## src/rtl/control_unit.sv

```systemverilog
// LEGv8 multi-cycle decoder/sequencer: turns the instruction word into the datapath control word
// and immediate, stretching LDUR and CBZ/CBNZ over two cycles and halting on undecodable words.
module control_unit (
    input  logic        i_clock,
    input  logic        i_reset,
    input  logic [31:0] i_instruction,
    input  logic [3:0]  i_status,
    input  logic [3:0]  i_flags,
    output logic [35:0] o_control_word,
    output logic [63:0] o_constant,
    output logic [1:0]  o_state,
    output logic        o_halted
);

    typedef enum logic [1:0] {StExec = 2'b00, StMem = 2'b01, StBranch = 2'b10, StHalt = 2'b11} state_t;

    localparam logic [4:0] FsAnd = 5'b00000;
    localparam logic [4:0] FsOr  = 5'b00100;
    localparam logic [4:0] FsAdd = 5'b01000;
    localparam logic [4:0] FsSub = 5'b01001;
    localparam logic [4:0] FsXor = 5'b01100;
    localparam logic [4:0] FsLsl = 5'b10000;
    localparam logic [4:0] FsLsr = 5'b10100;

    state_t r_state, w_next_state;
    logic   r_z, w_z_next;

    logic [4:0]  w_da, w_sa, w_sb, w_fs;
    logic        w_wr, w_bsel, w_c0, w_en_b, w_en_addr_alu, w_en_alu;
    logic        w_mem_read, w_mem_write, w_status_load, w_pcsel, w_en_pc;
    logic [1:0]  w_size, w_ps;
    logic [63:0] w_const;

    logic [10:0] w_op11;
    logic [9:0]  w_op10;
    logic [4:0]  w_rd, w_rn, w_rm;
    logic [63:0] w_k_imm, w_k_d, w_k_mov, w_k_sh, w_k_b, w_k_cb;
    logic [2:0]  w_csel;
    logic        w_fz, w_fn, w_fc, w_fv, w_cond_base, w_cond_taken, w_cb_taken;
    logic        w_unused;

    assign w_op11 = i_instruction[31:21];
    assign w_op10 = i_instruction[31:22];
    assign w_rd   = i_instruction[4:0];
    assign w_rn   = i_instruction[9:5];
    assign w_rm   = i_instruction[20:16];

    assign w_k_imm = {52'd0, i_instruction[21:10]};
    assign w_k_d   = {{55{i_instruction[20]}}, i_instruction[20:12]};
    assign w_k_mov = {48'd0, i_instruction[20:5]} << {i_instruction[22:21], 4'b0000};
    assign w_k_sh  = {58'd0, i_instruction[15:10]};
    assign w_k_b   = {{38{i_instruction[25]}}, i_instruction[25:0]};
    assign w_k_cb  = {{45{i_instruction[23]}}, i_instruction[23:5]};

    assign {w_fv, w_fc, w_fn, w_fz} = i_flags;
    assign w_csel = i_instruction[3:1];
    always_comb begin
        case (w_csel)
            3'd0:    w_cond_base = w_fz;
            3'd1:    w_cond_base = w_fc;
            3'd2:    w_cond_base = w_fn;
            3'd3:    w_cond_base = w_fv;
            3'd4:    w_cond_base = w_fc & ~w_fz;
            3'd5:    w_cond_base = (w_fn == w_fv);
            3'd6:    w_cond_base = ~w_fz & (w_fn == w_fv);
            default: w_cond_base = 1'b1;
        endcase
    end
    // Conditions 14 and 15 are both "always"; otherwise bit 0 inverts the base test.
    assign w_cond_taken = (w_csel == 3'd7) ? 1'b1 : (w_cond_base ^ i_instruction[0]);
    // Opcode bit 24 distinguishes CBNZ (B5) from CBZ (B4).
    assign w_cb_taken   = i_instruction[24] ? ~r_z : r_z;
    assign w_unused     = ^i_status[3:1];

    always_comb begin
        w_next_state  = r_state;
        w_z_next      = r_z;
        w_da          = 5'd0;
        w_sa          = 5'd0;
        w_sb          = 5'd0;
        w_fs          = FsAnd;
        w_wr          = 1'b0;
        w_bsel        = 1'b0;
        w_c0          = 1'b0;
        w_en_b        = 1'b0;
        w_en_addr_alu = 1'b0;
        w_en_alu      = 1'b0;
        w_mem_read    = 1'b0;
        w_mem_write   = 1'b0;
        w_status_load = 1'b0;
        w_pcsel       = 1'b0;
        w_en_pc       = 1'b0;
        w_size        = 2'b00;
        w_ps          = 2'b00;
        w_const       = 64'd0;
        case (r_state)
            StExec: begin
                if (w_op11 inside {11'h458, 11'h558, 11'h658, 11'h758, 11'h450, 11'h550, 11'h650}) begin
                    w_da = w_rd; w_sa = w_rn; w_sb = w_rm;
                    w_en_alu = 1'b1; w_wr = 1'b1; w_ps = 2'b01;
                    case (w_op11)
                        11'h458: w_fs = FsAdd;
                        11'h558: begin w_fs = FsAdd; w_status_load = 1'b1; end
                        11'h658: begin w_fs = FsSub; w_c0 = 1'b1; end
                        11'h758: begin w_fs = FsSub; w_c0 = 1'b1; w_status_load = 1'b1; end
                        11'h450: w_fs = FsAnd;
                        11'h550: w_fs = FsOr;
                        default: w_fs = FsXor;
                    endcase
                end else if (w_op11 == 11'h69B || w_op11 == 11'h69A) begin
                    w_da = w_rd; w_sa = w_rn; w_sb = w_rm; w_bsel = 1'b1;
                    w_fs = w_op11[0] ? FsLsl : FsLsr;
                    w_en_alu = 1'b1; w_wr = 1'b1; w_ps = 2'b01; w_const = w_k_sh;
                end else if (w_op10 inside {10'h244, 10'h344, 10'h248, 10'h2C8, 10'h348}) begin
                    w_da = w_rd; w_sa = w_rn; w_bsel = 1'b1;
                    w_en_alu = 1'b1; w_wr = 1'b1; w_ps = 2'b01; w_const = w_k_imm;
                    case (w_op10)
                        10'h244: w_fs = FsAdd;
                        10'h344: begin w_fs = FsSub; w_c0 = 1'b1; end
                        10'h248: w_fs = FsAnd;
                        10'h2C8: w_fs = FsOr;
                        default: w_fs = FsXor;
                    endcase
                end else if (i_instruction[31:23] == 9'h1A5) begin
                    w_da = w_rd; w_sa = 5'd31; w_bsel = 1'b1; w_fs = FsAdd;
                    w_en_alu = 1'b1; w_wr = 1'b1; w_ps = 2'b01; w_const = w_k_mov;
                end else if (w_op11 == 11'h7C0) begin
                    w_sa = w_rn; w_sb = w_rd; w_bsel = 1'b1; w_fs = FsAdd;
                    w_en_addr_alu = 1'b1; w_en_b = 1'b1; w_mem_write = 1'b1;
                    w_size = 2'b11; w_ps = 2'b01; w_const = w_k_d;
                end else if (w_op11 == 11'h7C2) begin
                    w_da = w_rd; w_sa = w_rn; w_bsel = 1'b1; w_fs = FsAdd;
                    w_en_addr_alu = 1'b1; w_mem_read = 1'b1; w_size = 2'b11;
                    w_const = w_k_d; w_next_state = StMem;
                end else if (w_op11 == 11'h6B0) begin
                    w_sa = w_rn; w_ps = 2'b10;
                end else if (i_instruction[31:26] == 6'h05 || i_instruction[31:26] == 6'h25) begin
                    w_pcsel = 1'b1; w_ps = 2'b11; w_const = w_k_b;
                    if (i_instruction[31]) begin
                        w_en_pc = 1'b1; w_wr = 1'b1; w_da = 5'd30;
                    end
                end else if (i_instruction[31:24] == 8'hB4 || i_instruction[31:24] == 8'hB5) begin
                    w_sa = w_rd; w_sb = 5'd31; w_fs = FsAdd; w_const = w_k_cb;
                    w_z_next = i_status[0];
                    w_next_state = StBranch;
                end else if (i_instruction[31:24] == 8'h54) begin
                    w_const = w_k_cb;
                    w_pcsel = w_cond_taken;
                    w_ps    = w_cond_taken ? 2'b11 : 2'b01;
                end else begin
                    w_next_state = StHalt;
                end
            end
            StMem: begin
                w_da = w_rd; w_sa = w_rn; w_bsel = 1'b1; w_fs = FsAdd;
                w_en_addr_alu = 1'b1; w_mem_read = 1'b1; w_size = 2'b11;
                w_wr = 1'b1; w_ps = 2'b01; w_const = w_k_d;
                w_next_state = StExec;
            end
            StBranch: begin
                w_pcsel = 1'b1;
                w_ps    = w_cb_taken ? 2'b11 : 2'b01;
                w_const = w_k_cb;
                w_next_state = StExec;
            end
            default: ;
        endcase
    end

    always_ff @(posedge i_clock or posedge i_reset) begin
        if (i_reset) begin
            r_state <= StExec;
            r_z     <= 1'b0;
        end else begin
            r_state <= w_next_state;
            r_z     <= w_z_next;
        end
    end

    assign o_control_word = i_reset ? 36'd0 :
        {w_ps, w_en_pc, 1'b0, w_pcsel, w_status_load, w_size, w_mem_write, w_mem_read,
         w_en_alu, w_en_addr_alu, w_en_b, w_c0, w_fs, w_bsel, w_wr & (w_da != 5'd31),
         w_sb, w_sa, w_da};
    assign o_constant = i_reset ? 64'd0 : w_const;
    assign o_state    = r_state;
    assign o_halted   = (r_state == StHalt);

endmodule

```

## config.mk

```make
export PLATFORM = sky130hd
export DESIGN_NAME = control_unit
export DESIGN_NICKNAME = d
export VERILOG_FILES = /design/src/rtl/control_unit.sv
export SDC_FILE = /design/constraint.sdc
export NUM_CORES = 1
export LEC_CHECK = 0
export CAP_MARGIN = 0
export CORE_UTILIZATION = 38
export DETAILED_ROUTE_END_ITERATION = 10
export GPL_TIMING_DRIVEN = 0
export PLACE_DENSITY = 0.79
export RECOVER_POWER = 25
export SETUP_SLACK_MARGIN = 0.5
export SYNTH_ARGS = -nofsm -noshare
export SYNTH_HDL_FRONTEND = slang
export SYNTH_SLANG_ARGS = --single-unit
```

## constraint.sdc

```tcl
create_clock -name i_clock -period 2 [get_ports i_clock]
set_input_delay 0.2 -clock i_clock [delete_from_list [all_inputs] [get_ports i_clock]]
set_output_delay 0.2 -clock i_clock [all_outputs]
set_load 0.005 [all_outputs]
```

==> flow_metrics.py, run 1 <==
metrics = {
    "global_route": {
        "grt_max_degree": 11,
        "grt_use_total_pct": 77.7,
        "overflow": 75,
    },
    "place": {
        "dp_hpwl_mm": 11.4,
        "gp_congestion": 0.985,
        "io_buffer_count": 130,
    },
    "logic_synthesis": {
        "synth_most_common_cell": "a21oi_1",
        "synth_edf_count": 0,
        "ys.flop_type": "dfrtp_1",
        "async_reset_ff_share_pct": 100,
        "netlist_instances": 501,
        "synth_top_area_share_pct": 15.2,
        "ys_ff_latch": 3,
        "seq_area_frac_synth_pct": 2.59,
        "synthTopCellsByArea": "a21oi_1 15%, o21ai_0 11%, nand2_1 7.9%, clkbuf_1 5.6%, nor2_1 5.4%",
        "synth.top_cells.by_count": "88 x a21oi_1, 61 x nand2_1, 61 x o21ai_0",
        "synth_area_per_cell_um2": 5.79,
        "yosysTopAreaCell": "a21oi_1",
        "syn_area_um2": 2900,
        "yosys_warnings": 0,
        "synth_cell_type_count": 69,
    },
    "sta": {
        "endpoint_type": "top-level output",
        "crit_endpoint": "o_constant[25]",
    },
    "floorplan": {
        "io_pins": 145,
        "row_count": 31,
        "start_util_pct": 39.6,
        "die_h_um": 89.4,
        "die_w_um": 89.4,
    },
    "run_status": {
        "tool.error": "[ERROR GRT-0232] Routing congestion too high. Check the congestion heatmap in the GUI.",
        "status": "did not finish",
        "stop_stage": "global routing",
    },
    "clocking": {
        "clk_path_buf_depth": 2,
        "cts_buffers": 3,
        "cts.htree.levels": 1,
        "clock-root-buffer": "clkbuf_8",
        "clkSinkCount": 3,
    },
}
## layer usage
| layer | track usage (%) | GRT overflow |
|---|---|---|
| met1 | 76.0 | 0 |
| met2 | 96.2 | 43 |
| met3 | 61.0 | 1 |
| met4 | 82.5 | 31 |
| met5 | 22.1 | 0 |
## repair_timing
item                       CTS
gates resized for setup    541
gates cloned                 5
setup endpoints to repair  102
pin swaps                   76
hold buffers                 0
setup buffers              112
## through the flow
stage | area (µm²) | setup slack [ns] | std cells | TNS (ns)
after detailed placement | 4840 | -1.36 | 731 | -112.06
after global placement | 4840 | -1.30 | 731 | -111.21
after floorplan | 3410 | 0.0461 | 502 | 0
after CTS | 6240 | -0.429 | 852 | -26.88
## cells by family after synthesis
| group | after synthesis | share of synthesized area [%] |
|---|---|---|
| AO/OA/AOI/OAI | 235 | 50.4 |
| AND/OR/NAND/NOR | 174 | 30.0 |
| buffers and inverters | 76 | 12.0 |
| adder cells (fa/ha/maj) | 4 | 1.73 |
| XOR/XNOR | 4 | 1.21 |
| multiplexers | 4 | 1.90 |
| flip-flops | 3 | 2.59 |
| other | 1 | 0.129 |
==> inputs of run 2 (changes only) <==
CORE_UTILIZATION = 35   (was 38)
PLACE_DENSITY = default   (was 0.79)
PLACE_DENSITY_LB_ADDON = 0.15   (was default)
SETUP_SLACK_MARGIN = default   (was 0.5)
clock period = 2.6 ns   (was 2 ns; I/O delays follow)
==> flow_metrics.py, run 2 <==
metrics = {
    "drt": {
        "wl_met2_mm": 7.54,
        "drtPass1Iterations": 5,
        "drc": 0,
        "wl_met3_mm": 1.48,
        "avgRoutedWirePerCell_um": 20.8,
        "totalWireLength_mm": 16.3,
        "ant_nets": 0,
        "viasPerCell": 6.38,
        "route.vias.total": 5018,
        "dr.first_iter.drc_count": 495,
        "top_layer": "met4",
        "wl_met1_mm": 6.81,
    },
    "sta": {
        "fin_tns_setup_ns": 0,
        "whs_ns": 0.304,
        "hold_viol": 0,
        "finalClockSkew_ns": 0.00311,
        "setup_viol": 0,
        "slew_viol_final": 0,
        "max_slew_margin_pct": 50.8,
        "rsz0062_at_grt": "true",
        "tightest_slew_ns": 0.738,
        "fmax_mhz": 385,
        "finalCriticalPeriod_ns": 2.60,
        "period_share_pct": 100,
        "layout_setup_ws_ns": 0.000269,
    },
    "logic_synthesis": {
        "synth_area_per_cell_um2": 5.79,
        "seq_area_frac_synth_pct": 2.59,
        "synth_top_area_share_pct": 15.2,
        "synth_edf_count": 0,
        "ys.flop_type": "dfrtp_1",
        "netlist_instances": 501,
        "synthTopCellsByArea": "a21oi_1 15%, o21ai_0 11%, nand2_1 7.9%, clkbuf_1 5.6%, nor2_1 5.4%",
        "yosys_warnings": 0,
        "synth_most_common_cell": "a21oi_1",
        "yosysTopAreaCell": "a21oi_1",
        "syn_area_um2": 2900,
        "ys_ff_latch": 3,
        "async_reset_ff_share_pct": 100,
        "synth.top_cells.by_count": "88 x a21oi_1, 61 x nand2_1, 61 x o21ai_0",
        "synth_cell_type_count": 69,
    },
    "floorplan": {
        "row_count": 32,
        "start_util_pct": 36.8,
        "die_area_um2": 8650,
        "die_h_um": 93.0,
        "io_pins": 145,
        "die_w_um": 93.0,
        "coreArea_um2": 7890,
    },
    "clocking": {
        "ctsHoldBuffers": 0,
        "clk_path_buf_depth": 2,
        "cts.htree.levels": 1,
        "clkSinkCount": 3,
        "clock-root-buffer": "clkbuf_8",
        "tritoncts": "yes",
        "clk_pin_slew_worst_paths_ns": 0.03,
        "cts_buffers": 3,
        "clock_latency_ns": 0.23,
    },
    "global_route": {
        "grt_pass1_wl_mm": 24.7,
        "grt_pass1_vias": 4589,
        "grt_use_total_pct": 35.7,
        "antenna_found_initial": 0,
        "overflow": 0,
        "grt_max_degree": 11,
    },
    "job": {
        "drv_cap": 0,
    },
    "critical_path": {
        "path_class": "in2out",
        "cp.required_ns": 2.34,
        "slowest_delay_ns": 0.58,
        "endpoint_kind": "output pin",
        "arrival_ns": 2.34,
        "crit_chain": "buf_2, or4bb_4, nor3_2, a31o_2, o21ai_2, buf_4, o21ai_1, clkdlybuf4s50_1",
        "crit_family": "buffers and inverters",
        "crit_path_top_delay_cell": "or4bb_4",
        "path_buf_inv": 3,
        "cp_max_fo": 10,
        "start_kind": "input port",
    },
    "layout": {
        "diodes": 0,
        "drive_above_1_share_pct": 28.5,
        "layout_commonest_cell": "a21oi_1",
        "fill_cells": 713,
        "largest_reg_flops": 2,
        "layout-area-overhead-vs-synth_pct": 79.8,
        "final_cell_mix": "85 x a21oi_1, 67 x buf_4, 58 x dlygate4sd2_1",
        "nets": 732,
        "fin_util_pct": 66.1,
    },
    "power_and_ir_drop": {
        "leakagePower_nw": 2.49,
        "vdd_drop_max_v": 0.000292,
        "power.density_nw_per_um2": 475,
        "finalPower_mw": 2.48,
    },
    "run_status": {
        "status": "complete, no violations",
    },
    "place": {
        "post-place-ws_ns": -1.10,
        "gp_congestion": 0.951,
        "dp_hpwl_mm": 11.3,
        "io_buffer_count": 130,
    },
    "hold_path": {
        "hp-class": "in2async",
    },
}
run 2: where the power goes:
part / internal (mW) / switching, mW
sequential: 0.0705 / 0.0354
combinational: 1.10 / 1.12
clock: 0.105 / 0.0404
total: 1.28 / 1.20
run 2: area by class of cell:
cell class | instances | area (µm²) | area share [%]
Buffer | 63 | 405 | 7.78
Multi-Input combinational cell | 423 | 2920 | 56.0
Sequential cell | 3 | 77.6 | 1.49
Clock buffer | 4 | 45.0 | 0.864
Timing Repair Buffer | 184 | 1610 | 30.8
Inverter | 8 | 32.5 | 0.624
Tap cell | 102 | 128 | 2.45
run 2: path summary, 6_finish.rpt:
| check | start | end | slack [ns] | cells past startpoint |
|---|---|---|---|---|
| worst max-delay path | i_instruction[25] | o_constant[36] | 0.0003 | 8 |
| worst max register to register | o_state[0]$_DFFE_PP0P_ | o_state[0]$_DFFE_PP0P_ | 1.12 | 5 |
| worst min-delay path | i_reset | o_state[0]$_DFFE_PP0P_ | 0.30 | 2 |
| min in group i_clock | r_z$_DFFE_PP0P_ | r_z$_DFFE_PP0P_ | 0.54 | 1 |
| max in group asynchronous | i_reset | o_state[1]$_DFFE_PP0P_ | 2.02 | 2 |
| worst min register to register | r_z$_DFFE_PP0P_ | r_z$_DFFE_PP0P_ | 0.54 | 1 |
run 2: kinds of logic (layout without fill, tap and decap cells):
kind of cell | Yosys count | in the layout | synth area share [%]
multiplexers | 4 | 4 | 1.90
XOR/XNOR | 4 | 4 | 1.21
AO/OA/AOI/OAI | 235 | 235 | 50.4
AND/OR/NAND/NOR | 174 | 174 | 30.0
flip-flops | 3 | 3 | 2.59
buffers and inverters | 76 | 259 | 12.0
other | 1 | 2 | 0.129
adder cells (fa/ha/maj) | 4 | 4 | 1.73
run 2: worst reg2reg max path, cell delays in order, from the launching register on:
cell and delay, ns:
dfrtp_2 0.43, inv_2 0.07, ha_4 0.19, buf_4 0.13
a21oi_1 0.19, mux2_1 0.34
run 2: what timing repair did:
action / in CTS / in global routing
setup endpoints to repair: 99 / 55
resized for setup: 279 / 50
setup buffers: 39 / 14
pin swaps: 40 / 18
cloned: 1 / 0
run 2: per-stage QoR:
step                area [µm²]  std cells
floorplan                 2900        502
global placement          4330        734
detailed placement        4330        734
CTS                       5010        773
global route              5210        787
finish                    5210        787
run 2: routing by layer:
| metal | vias to the layer above | global-route usage (%) |
|---|---|---|
| met5 | - | 0 |
| met3 | 59 | 4.07 |
| met2 | 363 | 59.5 |
| li1 | 2249 | - |
| met1 | 2347 | 46.7 |
| met4 | 0 | 14.4 |
(Power assumes the default switching activity.)
==> RTL edit: new RTL, config.mk and constraints of run 2 <==
Register the output `o_halted`, cleared by the reset; this adds one clock of latency there. The other outputs are not delayed to match.
--- a/src/rtl/control_unit.sv
+++ b/src/rtl/control_unit.sv
@@ -184,5 +184,11 @@
     assign o_constant = i_reset ? 64'd0 : w_const;
     assign o_state    = r_state;
-    assign o_halted   = (r_state == StHalt);
+    always_ff @(posedge i_clock or posedge i_reset) begin
+        if (i_reset) begin
+            o_halted <= '0;
+        end else begin
+            o_halted <= (r_state == StHalt);
+        end
+    end
 
 endmodule
Check against the original RTL: not settled (the Yosys comparison gave no result); the edit may change what the design does.
==> RTL edit against run 2 <==
The run now ends with negative setup slack left; sequential cell count increased by 1; wire length up 2.3%; combinational power down 14%; setup slack lost 0.072 ns; sequential power rose by 17%; first-iteration DRC count up 44%; fmax fell by 2.7%; area after synthesis shrank 1.1%; register-to-register slack worse by 0.45 ns; total power is 12% lower; highest routed layer unchanged; design area grew 0.62%; clock skew up 0.0021 ns; count of clock-buffer cells in the layout shrank 1.
==> RTL edit: results (changes against run 2) <==
| Metric | Value |
|---|---|
| Switching part of the total | 0.511 (+0.0262) |
| Net count of the finished layout | 728 (-0.55%) |
| Standby leakage power | 2.36 nW (-5.3%) |
| Inserted Clock Buffers | 3 (unchanged) |
| Violated checks | negative setup slack |
| Worst Skew | 0.00524 ns (+0.00213 ns) |
| Post-route setup TNS | -0.279 ns (-0.279 ns) |
| Final routed wire length divided by cell count | 21.4 µm (+2.9%) |
| Yosys synthesis warning count | 0 (unchanged) |
| Slew of the pin with the lowest slew margin | 0.713 ns (-0.0242 ns) |
| Clock tree buffer depth | 2 (unchanged) |
| Maximum number of pins on one net before global-route repair | 11 (unchanged) |
| Flip-flop count of the largest register after layout | 2 (unchanged) |
| Hpwl dp | 10.7 mm (-4.5%) |
| Area contributors post-synth | sky130_fd_sc_hd__a21oi_1, sky130_fd_sc_hd__o21ai_0, sky130_fd_sc_hd__a221oi_1 |
| Clock-pin slew on the worst setup and hold paths | 0.04 ns |
| Buffer cell driving the clock tree root | sky130_fd_sc_hd__clkbuf_8 |
| First-pass GRT wire length | 24.4 mm (-1.2%) |
| Latest clock arrival within the worst-skew pair | 0.22 ns |
| Critical path data arrival time | 2.41 ns (+0.07 ns) |
| Biggest fanout along the worst timing path | 7 (-3) |
| Global-route usage over all layers | 0.360 (+0.00315) |
| Detailed-router iteration count before antenna repair | 6 (+1) |
| Number of antenna violations at the first check in global routing | 0 (unchanged) |
| Final worst setup slack | -0.0722 ns (-0.0725 ns) |
| Most instantiated cells after synthesis | sky130_fd_sc_hd__a21oi_1, sky130_fd_sc_hd__nand2_1, sky130_fd_sc_hd__clkbuf_1, sky130_fd_sc_hd__o21ai_0, sky130_fd_sc_hd__nor2_1 |
| Number of buffers inserted by port buffering | 124 (-4.6%) |
| Seq/Total Area, Yosys | 0.0349 (+0.00902) |
| Vias per Instance | 6.65 (+4.2%) |
| Antenna diode instance count | 0 (unchanged) |
| Share of flip-flops with an asynchronous set or reset after synthesis | 1.00 (unchanged) |
| Antenna viol nets, final | 0 (unchanged) |
| Total placed instance area | 4240 µm² (-2.1%) |
| Primary flip-flop cell chosen by synthesis mapping | sky130_fd_sc_hd__dfrtp_1 |
| Run status | complete, but fails checks |
| H-tree depth | 1 (unchanged) |
| Post-Place Setup Slack | -1.14 ns (-0.0319 ns) |
| Vias in the first global route | 4,604 (+0.33%) |
| Path class of the lowest-slack min-delay path | flop to flop |
| Gp weighted congestion | 1.00 (+5.4%) |
| Setup Viol. Count Final | 7 (+7) |
| Share of layout cells above drive strength 1 | 0.399 (+0.114) |
| Die Outline Area | 8560 µm² (-1.1%) |
| First DRT Iteration DRCs | 713 (+44%) |
| Count of distinct cell types in the synthesized netlist | 64 (-7.2%) |
| Peak ir drop on the vdd network | 0.287 mV (-1.6%) |
-- RTL edit: power by group through the flow --
stage	Sequential [mW]	Combinational, mW	Clock [mW]
finish	0.124	1.91	0.136
global route	0.127	2.01	0.144
CTS	0.119	1.71	0.136
detailed placement	0.116	1.67	0
global placement	0.115	1.65	0
floorplan	0.112	0.821	0
-- RTL edit: path summary, 6_finish.rpt --
check                           cells after the start                end              start  slack, ns
worst max-delay path                               10  o_control_word[6]  i_instruction[22]      -0.07
worst min-delay path                                1                r_z                r_z       0.53
worst max register to register                      9         o_state[1]         o_state[1]       0.67
worst min register to register                      1                r_z                r_z       0.53
max in group asynchronous                           4         o_state[1]            i_reset       1.56
min in group asynchronous                           4         o_state[0]            i_reset       0.83
-- RTL edit: area by class of cell --
cell class                 instances  area (µm²)
buffer                            63         425
clock buffer                       3        41.3
sequential                         4         100
multi-input combinational        401        2910
timing repair buffer             197        1600
fill                             689        2560
inverter                          12        46.3
tap                              102         128
-- RTL edit: timing repair --
action                                  in CTS  in global routing
buffers inserted                            52                 21
endpoints found under the setup margin     101                 85
gates resized for setup                    458                 85
gates cloned                                 5                  0
pin swaps                                   37                 29
-- RTL edit: logic make-up after synthesis --
| group | count (synthesis) | synth area share |
|---|---|---|
| AO/OA/AOI/OAI | 238 | 0.514 |
| AND/OR/NAND/NOR | 150 | 0.279 |
| buffers and inverters | 83 | 0.129 |
| adder cells (fa/ha/maj) | 4 | 0.0175 |
| XOR/XNOR | 4 | 0.0122 |
| flip-flops | 4 | 0.0349 |
| multiplexers | 2 | 0.0118 |
| other | 1 | 0.00131 |
-- RTL edit: worst max-delay path, stage by stage --
cell	delay, ns
sky130_fd_sc_hd__clkdlybuf4s15_1	0.34
sky130_fd_sc_hd__or3_1	0.52
sky130_fd_sc_hd__nor4b_4	0.40
sky130_fd_sc_hd__nor3_2	0.10
sky130_fd_sc_hd__a31oi_4	0.26
sky130_fd_sc_hd__buf_6	0.15
sky130_fd_sc_hd__buf_12	0.09
sky130_fd_sc_hd__nand2_1	0.04
sky130_fd_sc_hd__o21ai_0	0.10
sky130_fd_sc_hd__clkbuf_2	0.14
-- RTL edit: routing by layer --
metal,track usage,vias up,part of all wire
li1,-,2222,-
met1,0.481,2425,0.38
met2,0.578,460,0.45
met3,0.0616,91,0.13
met4,0.129,0,0.039
met5,0,-,0
-- RTL edit: per-stage QoR --
stage	cells	hold WS, ns
after floorplan	487	0.255
after global placement	713	0.519
after detailed placement	713	0.524
after CTS	766	0.531
after global routing	782	0.557
final	782	0.530
